## config.mk

```make
export PLATFORM = sky130hd
export DESIGN_NAME = hood_button_conditioner
export DESIGN_NICKNAME = d
export VERILOG_FILES = /design/src/rtl/hood_pkg.sv /design/src/rtl/hood_btn_debounce.sv /design/src/rtl/hood_button_conditioner.sv
export SDC_FILE = /design/constraint.sdc
export NUM_CORES = 1
export LEC_CHECK = 0
export CAP_MARGIN = 20
export CORE_ASPECT_RATIO = 1.75
export CORE_UTILIZATION = 35
export CTS_BUF_LIST = sky130_fd_sc_hd__clkbuf_16
export CTS_CLUSTER_DIAMETER = 80
export CTS_CLUSTER_SIZE = 40
export DETAILED_ROUTE_END_ITERATION = 10
export GPL_TIMING_DRIVEN = 0
export PLACE_DENSITY_LB_ADDON = 0.25
export SETUP_SLACK_MARGIN = 0.3
export SYNTH_ARGS = -nofsm -noshare
export SYNTH_HDL_FRONTEND = slang
export SYNTH_SLANG_ARGS = --single-unit
```

## constraint.sdc

```tcl
create_clock -name clk -period 3.5 [get_ports clk]
set_clock_uncertainty 0.2 [all_clocks]
set_input_delay 0.7 -clock clk [delete_from_list [all_inputs] [get_ports clk]]
set_output_delay 0.7 -clock clk [all_outputs]
set_load 0.02 [all_outputs]
```

## src/rtl/hood_pkg.sv

```systemverilog
// ---------------------------------------------------------------------------
// hood_pkg
//   Shared definitions for the range-hood front panel and mode controller.
//   - Button indices into the 5-bit button vectors.
//   - One-hot mode encodings used by the mode state machine.
//   - Default system clock and the ms -> cycle conversion used for timers.
// ---------------------------------------------------------------------------
package hood_pkg;

  localparam int N_BTN      = 5;

  localparam int BTN_MENU   = 0;
  localparam int BTN_SMOKE1 = 1;
  localparam int BTN_SMOKE2 = 2;
  localparam int BTN_SMOKE3 = 3;
  localparam int BTN_CLEAN  = 4;

  localparam int DEF_CLK_HZ = 100_000_000;

  // One-hot mode encodings; STANDBY is the all-zero state.
  typedef enum logic [4:0] {
    STANDBY = 5'b00000,
    MENU    = 5'b00001,
    SMOKE1  = 5'b00010,
    SMOKE2  = 5'b00100,
    SMOKE3  = 5'b01000,
    CLEAN   = 5'b10000
  } hood_mode_e;

  // Divide first so that 100 MHz * 3000 ms stays inside 32 bits.
  function automatic int ms_to_cyc(input int clk_hz, input int ms);
    return clk_hz / 1000 * ms;
  endfunction

endpackage

```

## src/rtl/hood_btn_debounce.sv

```systemverilog
// ---------------------------------------------------------------------------
// hood_btn_debounce
//   One button channel: 2-flop synchroniser, stability counter and the
//   debounced level register. Press and release are filtered identically.
//
//   Ports
//     clk        in   system clock, rising edge
//     rst        in   asynchronous active-low reset
//     raw        in   raw (asynchronous, bouncing) button input
//     level      out  registered debounced level
//     level_nxt  out  value level will take on the next edge; lets the
//                     parent register a press pulse in step with level
// ---------------------------------------------------------------------------
module hood_btn_debounce #(
  parameter int DEB_CYC = 20
) (
  input  logic clk,
  input  logic rst,
  input  logic raw,
  output logic level,
  output logic level_nxt
);

  localparam int CNT_W = (DEB_CYC < 2) ? 1 : $clog2(DEB_CYC + 1);
  localparam logic [CNT_W-1:0] CNT_LAST = CNT_W'(DEB_CYC - 1);

  logic [1:0]       sync_q, sync_d;
  logic [CNT_W-1:0] cnt_q, cnt_d;
  logic             level_q, level_d;
  logic             s;

  assign s = sync_q[1];

  always_comb begin
    sync_d  = {sync_q[0], raw};
    cnt_d   = '0;
    level_d = level_q;
    // The counter only advances while the synchronised input disagrees
    // with the accepted level; any agreement (a bounce back) restarts it.
    // The DEB_CYC-th consecutive disagreement commits the new level.
    if (s != level_q) begin
      if (cnt_q == CNT_LAST) begin
        level_d = s;
      end else begin
        cnt_d = cnt_q + CNT_W'(1);
      end
    end
  end

  always_ff @(posedge clk or negedge rst) begin
    if (!rst) begin
      sync_q  <= '0;
      cnt_q   <= '0;
      level_q <= 1'b0;
    end else begin
      sync_q  <= sync_d;
      cnt_q   <= cnt_d;
      level_q <= level_d;
    end
  end

  assign level     = level_q;
  assign level_nxt = level_d;

endmodule

```

## src/rtl/hood_button_conditioner.sv

```systemverilog
// ---------------------------------------------------------------------------
// hood_button_conditioner
//   Front end for the range-hood mode controller. Debounces the five panel
//   buttons and turns accepted presses into single-cycle pulses, at most one
//   per clock, plus a separate menu long-press event.
//
//   Ports
//     clk         in   system clock, rising edge
//     rst         in   asynchronous active-low reset
//     btn_raw     in   [4:0] raw buttons: 0 menu, 1 smoke1, 2 smoke2,
//                      3 smoke3, 4 clean (active high)
//     btn_level   out  [4:0] debounced levels (1 = held)
//     btn_pulse   out  [4:0] one-hot or zero press pulse, one cycle
//     menu_long   out  one-cycle pulse after menu held LONG_CYC cycles
//     press_drop  out  one-cycle flag: a simultaneous press was discarded
//
//   All outputs are registered; there is no combinational path from btn_raw.
// ---------------------------------------------------------------------------
module hood_button_conditioner
  import hood_pkg::*;
#(
  parameter int CLK_HZ        = DEF_CLK_HZ,
  parameter int DEBOUNCE_MS   = 20,
  parameter int LONG_PRESS_MS = 3000
) (
  input  logic             clk,
  input  logic             rst,
  input  logic [N_BTN-1:0] btn_raw,
  output logic [N_BTN-1:0] btn_level,
  output logic [N_BTN-1:0] btn_pulse,
  output logic             menu_long,
  output logic             press_drop
);

  localparam int DEB_CYC  = ms_to_cyc(CLK_HZ, DEBOUNCE_MS);
  localparam int LONG_CYC = ms_to_cyc(CLK_HZ, LONG_PRESS_MS);
  localparam int LONG_W   = (LONG_CYC < 2) ? 1 : $clog2(LONG_CYC + 1);

  localparam logic [LONG_W-1:0] LONG_LAST = LONG_W'(LONG_CYC - 1);
  localparam logic [LONG_W-1:0] LONG_SAT  = LONG_W'(LONG_CYC);

  logic [N_BTN-1:0]  level, level_nxt, rise;
  logic [N_BTN-1:0]  btn_pulse_q, btn_pulse_d;
  logic              press_drop_q, press_drop_d;
  logic              menu_long_q, menu_long_d;
  logic [LONG_W-1:0] long_cnt_q, long_cnt_d;

  // -------------------------------------------------------------------------
  // Per-button synchroniser + debouncer
  // -------------------------------------------------------------------------
  for (genvar g = 0; g < N_BTN; g++) begin : g_ch
    hood_btn_debounce #(
      .DEB_CYC (DEB_CYC)
    ) u_deb (
      .clk       (clk),
      .rst       (rst),
      .raw       (btn_raw[g]),
      .level     (level[g]),
      .level_nxt (level_nxt[g])
    );
  end

  // Rising edge of the level that will be registered this cycle, so the
  // pulse lands on the same edge as btn_level.
  assign rise = level_nxt & ~level;

  // -------------------------------------------------------------------------
  // Priority arbiter: menu > clean > smoke3 > smoke2 > smoke1.
  // Losers are dropped outright; the mode FSM only ever sees one press.
  // -------------------------------------------------------------------------
  always_comb begin
    btn_pulse_d = '0;
    if (rise[BTN_MENU]) begin
      btn_pulse_d[BTN_MENU] = 1'b1;
    end else if (rise[BTN_CLEAN]) begin
      btn_pulse_d[BTN_CLEAN] = 1'b1;
    end else if (rise[BTN_SMOKE3]) begin
      btn_pulse_d[BTN_SMOKE3] = 1'b1;
    end else if (rise[BTN_SMOKE2]) begin
      btn_pulse_d[BTN_SMOKE2] = 1'b1;
    end else if (rise[BTN_SMOKE1]) begin
      btn_pulse_d[BTN_SMOKE1] = 1'b1;
    end
    // More than one bit set <=> clearing the lowest set bit leaves something.
    press_drop_d = |(rise & (rise - N_BTN'(1)));
  end

  // -------------------------------------------------------------------------
  // Menu long-press
  //   The counter tracks cycles since the debounced menu level went high.
  //   The event is registered, so it is raised while the counter sits at
  //   LONG_CYC-1 and appears LONG_CYC edges after the level rise. The counter
  //   then parks one step past that value, which keeps the compare false
  //   until a release clears it.
  // -------------------------------------------------------------------------
  always_comb begin
    long_cnt_d  = '0;
    menu_long_d = 1'b0;
    if (level[BTN_MENU]) begin
      long_cnt_d  = (long_cnt_q == LONG_SAT) ? long_cnt_q : long_cnt_q + LONG_W'(1);
      menu_long_d = (long_cnt_q == LONG_LAST);
    end
  end

  always_ff @(posedge clk or negedge rst) begin
    if (!rst) begin
      btn_pulse_q  <= '0;
      press_drop_q <= 1'b0;
      menu_long_q  <= 1'b0;
      long_cnt_q   <= '0;
    end else begin
      btn_pulse_q  <= btn_pulse_d;
      press_drop_q <= press_drop_d;
      menu_long_q  <= menu_long_d;
      long_cnt_q   <= long_cnt_d;
    end
  end

  assign btn_level  = level;
  assign btn_pulse  = btn_pulse_q;
  assign menu_long  = menu_long_q;
  assign press_drop = press_drop_q;

endmodule

```

==> impl_metrics.json, run 1 <==
{
  "grt_usage": 0.1518,
  "whs_endpoint": "g_ch[4].u_deb.sync_q[1]",
  "r2r_start": "g_ch[1].u_deb.cnt_q[13]",
  "nNetsFinal": 794,
  "cts_buffers": 17,
  "dp_hpwl_um": 10300,
  "r2r_slack_ps": 770,
  "clock-sinks": 156,
  "die_area_mm2": 0.02170,
  "fin_tns_setup_ps": 0,
  "ys_types": 40,
  "layout_commonest_cell": "dfrtp_1",
  "rows": 70,
  "syn_area_per_cell_um2": 9.964,
  "worst-path-max-fanout": 4,
  "ys_top_cells_by_area": "dfrtp_1, xor2_1, nor2_1",
  "fillerInstances": 2061,
  "min_period_ps": 2735,
  "cp_data_required_time_ps": 3640,
  "synth_area_mm2": 0.007383,
  "outcome": "finished, violations left",
  "antenna_found_initial": 0,
  "tightest_slew_ps": 962.6,
  "critPathLaunchType": "register",
  "ctsHoldBuffers": 1,
  "wire_per_inst_um": 14.01,
  "rsz0062_at_grt": "false",
  "ir_drop_uv": 286.0,
  "synth_seq_cells": 156,
  "power_leakage_nw": 3.533,
  "worstSetupPathType": "reg2reg",
  "syn-num-nets": 755,
  "grt_max_degree": 103,
  "hold_viol_final": 0,
  "end_kind": "register",
  "timing.final.setup_violations": 0,
  "ant_nets": 0,
  "grt_pass1_vias": 5672,
  "holdPathStages": 0,
  "cts_max_path_buffers": 2,
  "post_cts_resized": 0,
  "wirelength_um": 14650,
  "yosys.area.top_type_share": 0.5287,
  "r2r_end": "press_drop",
  "utilization": 0.4084,
  "clock_latency_ps": 420,
  "drive_gt1_frac": 0.06053,
  "ys_seq_area_frac": 0.5287,
  "min_period_over_period": 0.7813,
  "min_path_type": "reg2reg",
  "max_slew_margin": 0.3523,
  "powerDensity_mw_per_mm2": 436.6,
  "cts_tree": "built",
  "drv_slew": 0,
  "drt-pass1-iter-count": 7,
  "io_pins": 19,
  "syn_inst": 741,
  "via_per_inst": 5.038,
  "drt-initial-drc-count": 199,
  "violations": "design-rule violations",
  "cts_setup_buffers": 0,
  "core_area_mm2": 0.02076,
  "gp_congestion": 0.7788,
  "htreeDepth": 4,
  "n_antenna_cell": 0,
  "grt_pass1_wl_um": 26640,
  "die_width_um": 111.8,
  "root_buffer": "clkbuf_16",
  "drc": 1,
  "min-delay-start": "g_ch[4].u_deb.sync_q[0]",
  "max_cap_viol_count": 0,
  "area_growth_pct": 14.83,
  "port-buffer-count": 18,
  "dieHeight_um": 194.1,
  "synth_top_area_cell": "dfrtp_1",
  "vias": 5265,
  "max_freq_mhz": 365.7,
  "clk_pin_slew_ps": 60,
  "arrival_ps": 2880,
  "layout_common_cells": "dfrtp_1, nor2_1, xor2_1, nand3_1",
  "ys.warnings.count": 0,
  "r2r_cells": 5,
  "grt_overflow": 0,
  "start_util": 0.3557
}
## registers in the layout, summed over array words and instances (netlist names)
| name | flops |
|---|---|
| press_drop | 1 |
| g_ch.u_deb.cnt_q | 105 |
| menu_long | 1 |
| long_cnt_q | 29 |
| g_ch.u_deb.level | 5 |
| g_ch.u_deb.sync_q | 10 |
| btn_pulse | 5 |
## worst max-delay path by stage
stage                                       start                 endpoint  cells after the start
final                     g_ch[1].u_deb.cnt_q[13]               press_drop                      5
after global routing       g_ch[3].u_deb.cnt_q[0]  g_ch[3].u_deb.cnt_q[14]                      7
after CTS                  g_ch[3].u_deb.cnt_q[0]  g_ch[3].u_deb.cnt_q[11]                      7
after detailed placement   g_ch[3].u_deb.cnt_q[0]  g_ch[3].u_deb.cnt_q[11]                      7
after global placement                        rst  g_ch[2].u_deb.cnt_q[13]                      1
after floorplan           g_ch[2].u_deb.cnt_q[14]               press_drop                      5
## layer usage
| layer | routed length, um | vias up | track usage |
|---|---|---|---|
| met1 | 6110 | 2581 | 0.1660 |
| met5 | 0 | - | 0 |
| met4 | 294 | 0 | 0.06607 |
| met3 | 277 | 19 | 0.02845 |
| li1 | - | 2611 | - |
| met2 | 7964 | 54 | 0.2811 |
## power breakdown
group	leakage (nW)	internal, mW	switching, mW	total [mW]
sequential	2.14	1.82	0.0189	1.84
combinational	1.11	0.0285	0.0693	0.0978
clock	0.276	1.03	0.728	1.76
## kinds of logic after synthesis
kind of cell,share of synthesized area
compound gates,0.01152
xor+xnor,0.1447
fa+ha+maj,0.01339
buf+inv,0.02186
flops,0.5287
mux,0.008981
simple gates,0.2708
## worst max-delay path, cell delays in order, from the launching register on
cell and delay (ps):
dfrtp_1 410, or4b_2 670, nor4_1 440, nand4b_1 380, maj3_2 400, a31oi_1 160
## cell type report
class / instances / area (um2) / share of cell area
repair buffers: 20 / 222.7 / 0.02627
plain buffers: 23 / 105.1 / 0.01240
inverters: 15 / 56.30 / 0.006641
flip-flops and latches: 156 / 3904 / 0.4604
well taps: 252 / 315.3 / 0.03719
clock inverters: 15 / 131.4 / 0.01550
multi-input cells: 547 / 3318 / 0.3914
clock buffers: 17 / 425.4 / 0.05018
## metrics by stage
stage | cell area, um2 | setup WS (ps) | cells | hold WS [ps] | power [mW]
3_5_place_dp | 7911 | 739.1 | 1012 | 134.7 | 1.978
3_3_place_gp | 7879 | -5086 | 1011 | 133.2 | 1.974
5_1_grt | 8478 | 452.8 | 1045 | 155.3 | 3.855
2_1_floorplan | 7383 | 966.1 | 741 | 131.2 | 1.911
4_1_cts | 8478 | 726.2 | 1045 | 148.6 | 3.770
6_report | 8478 | 765.5 | 1045 | 146.9 | 3.701
## cells in the mapped netlist, drive strengths merged
library cell and instances:
a21oi 6, a31oi 1, and2 10, and3 25
and4 13, buf 5, clkbuf 18, dfrtp 156
ha 7, inv 15, maj3 1, mux2 5
mux2i 1, nand2 50, nand2b 2, nand3 51
nand3b 1, nand4 35, nand4b 1, nand4bb 1
nor2 142, nor2b 3, nor3 22, nor3b 2
nor4 15, nor4b 5, nor4bb 1, o2111a 1
o21ai 6, o31ai 1, or2 1, or3 7
or4 6, or4b 3, xnor2 50, xor2 72
No activity file was read; power rests on OpenSTA's default activity.
==> inputs of run 2 (changes only) <==
==> constraint.sdc (replaced) <==
create_clock -name clk -period 2.8 [get_ports clk]
set_clock_uncertainty 0.2 [all_clocks]
set_input_delay 0.56 -clock clk [delete_from_list [all_inputs] [get_ports clk]]
set_output_delay 0.56 -clock clk [all_outputs]
set_load 0.02 [all_outputs]
==> run 2 against run 1 <==
  * The flow still finishes with violations (design-rule violations)
  * Design area up 1.5%
  * Register-to-register slack worse by 630 ps
  * First-iteration DRC count up 5.5%
  * Global-route usage down 0.28 points
  * Critical endpoint unchanged
==> impl_metrics.json, run 2 (same netlist as run 1, synthesis figures left out) <==
{
  "outcome": "finished, violations left",
  "r2r_start": "g_ch[2].u_deb.cnt_q[13]",
  "slowest_stage": "or4b_4",
  "cpPeakStageDelay_ps": 550,
  "violations": "design-rule violations",
  "clk_pin_slew_ps": 60,
  "path_cells": "or4_1 -> or4_4 -> or4b_4 -> maj3_2 -> a31oi_1",
  "die_width_um": 111.8,
  "hold_viol_final": 0,
  "max_slew_margin": 0.4231,
  "fillerInstances": 1991,
  "cp_data_required_time_ps": 2940,
  "n_antenna_cell": 0,
  "tightest_slew_ps": 857.5,
  "grt_overflow": 0,
  "dieHeight_um": 194.1,
  "regMostFlops": "g_ch.u_deb.cnt_q",
  "rsz0062_at_grt": "true",
  "htreeDepth": 4,
  "r2r_cells": 5,
  "drive_gt1_frac": 0.07935,
  "crit_cells": 5,
  "rows": 70,
  "wire_per_inst_um": 13.94,
  "ant_nets": 0,
  "min_period_over_period": 0.9503,
  "r2r_end": "press_drop",
  "gr-usage-met1": 0.1573,
  "gp_congestion": 0.7407,
  "core_area_mm2": 0.02076,
  "cts_max_path_buffers": 2,
  "grt_usage": 0.1490,
  "layout_commonest_cell": "dfrtp_1",
  "layout_common_cells": "dfrtp_1, nor2_1, xor2_1, nand3_1, xnor2_1",
  "drt-pass1-iter-count": 7,
  "cts_buffers": 17,
  "power_leakage_nw": 3.613,
  "critPathLaunchType": "register",
  "cpLargestDelayFamily": "simple AND/OR/NAND/NOR gates",
  "drv_slew": 0,
  "wirelength_um": 14580,
  "dp_hpwl_um": 10100,
  "holdPathStages": 0,
  "critPathBufInv": 0,
  "worstSetupPathType": "reg2reg",
  "fin_tns_setup_ps": 0,
  "grt_busiest_layer": "met2",
  "antenna_found_initial": 0,
  "port-buffer-count": 18,
  "max_freq_mhz": 375.8,
  "holdWs_ps": 150.1,
  "min_period_ps": 2661,
  "ir_drop_uv": 381.9,
  "worst-path-max-fanout": 4,
  "root_buffer": "clkbuf_16",
  "io_pins": 19,
  "cts_tree": "built",
  "nNetsFinal": 796,
  "min_path_type": "reg2reg",
  "via_per_inst": 5.003,
  "vias": 5233,
  "reg.largest.list": "g_ch.u_deb.cnt_q: 105 flops, long_cnt_q: 29 flops, g_ch.u_deb.sync_q: 10 flops",
  "clock_latency_ps": 430,
  "start_util": 0.3557,
  "area_growth_pct": 16.51,
  "worstSetupEndpoint": "press_drop",
  "r2r_slack_ps": 140,
  "max_cap_viol_count": 0,
  "critical_path.startpoint": "g_ch[2].u_deb.cnt_q[13]",
  "end_kind": "register",
  "powerDensity_mw_per_mm2": 570.2,
  "arrival_ps": 2800,
  "drt-initial-drc-count": 210,
  "drc": 5,
  "grtUsageMet3": 0.03407,
  "largest_reg_flops": 105,
  "grt_max_degree": 103,
  "grt_pass1_vias": 5498,
  "clock-sinks": 156,
  "grt_pass1_wl_um": 25840,
  "grt_use_met2": 0.2786,
  "die_area_mm2": 0.02170,
  "timing.final.setup_violations": 0
}
[run 2: worst min path at each step]
stage                              endpoint  slack (ps)                     from
floorplan                      btn_pulse[0]          60                      rst
CTS                 g_ch[2].u_deb.sync_q[1]         150  g_ch[2].u_deb.sync_q[0]
finish              g_ch[2].u_deb.sync_q[1]         150  g_ch[2].u_deb.sync_q[0]
global placement    g_ch[1].u_deb.sync_q[1]         130  g_ch[1].u_deb.sync_q[0]
global route        g_ch[1].u_deb.sync_q[1]         170  g_ch[1].u_deb.sync_q[0]
detailed placement  g_ch[2].u_deb.sync_q[1]         140  g_ch[2].u_deb.sync_q[0]
[run 2: cell type report]
cell class,instances,area (um2),area share
multi-input combinational,547,3349,0.3894
clock buffer,17,425.4,0.04945
inverter,15,56.30,0.006545
buffer,23,112.6,0.01309
sequential,156,3904,0.4538
clock inverter,14,201.4,0.02342
timing repair buffer,22,237.7,0.02764
tap,252,315.3,0.03665
[run 2: per-layer routing]
metal	wire length, um	share of wire
met1	5941	0.41
met2	8044	0.55
met3	263	0.018
met4	334	0.023
met5	0	0
[run 2: per-stage QoR]
step	power [mW]	area, um2	utilization	instances	setup WS (ps)
after floorplan	2.389	7383	-	741	266.4
after global placement	2.467	7879	0.3796	1011	-5680
after detailed placement	2.473	7911	0.3811	1012	117.7
after CTS	4.989	8564	0.4126	1044	139.9
after global routing	5.093	8602	0.4144	1046	75.16
final	4.905	8602	0.4144	1046	139.1
[run 2: power by group]
part	internal (mW)	switching [mW]	total [mW]
clock	1.56	0.913	2.48
sequential	2.28	0.0238	2.30
combinational	0.0376	0.0869	0.124
total	3.88	1.02	4.91
[run 2: repair_timing]
action,4_1_cts,5_1_grt
pin swaps,1,1
endpoints found under the setup margin,62,62
hold buffers,1,0
buffers inserted,0,2
hold endpoints to repair,54,0
gates resized for setup,7,9
[run 2: worst register-to-register path, cell delays in order (launching register included)]
cell and delay, ps:
dfrtp_1 420, or4_1 520, or4_4 440, or4b_4 550, maj3_2 320, a31oi_1 130
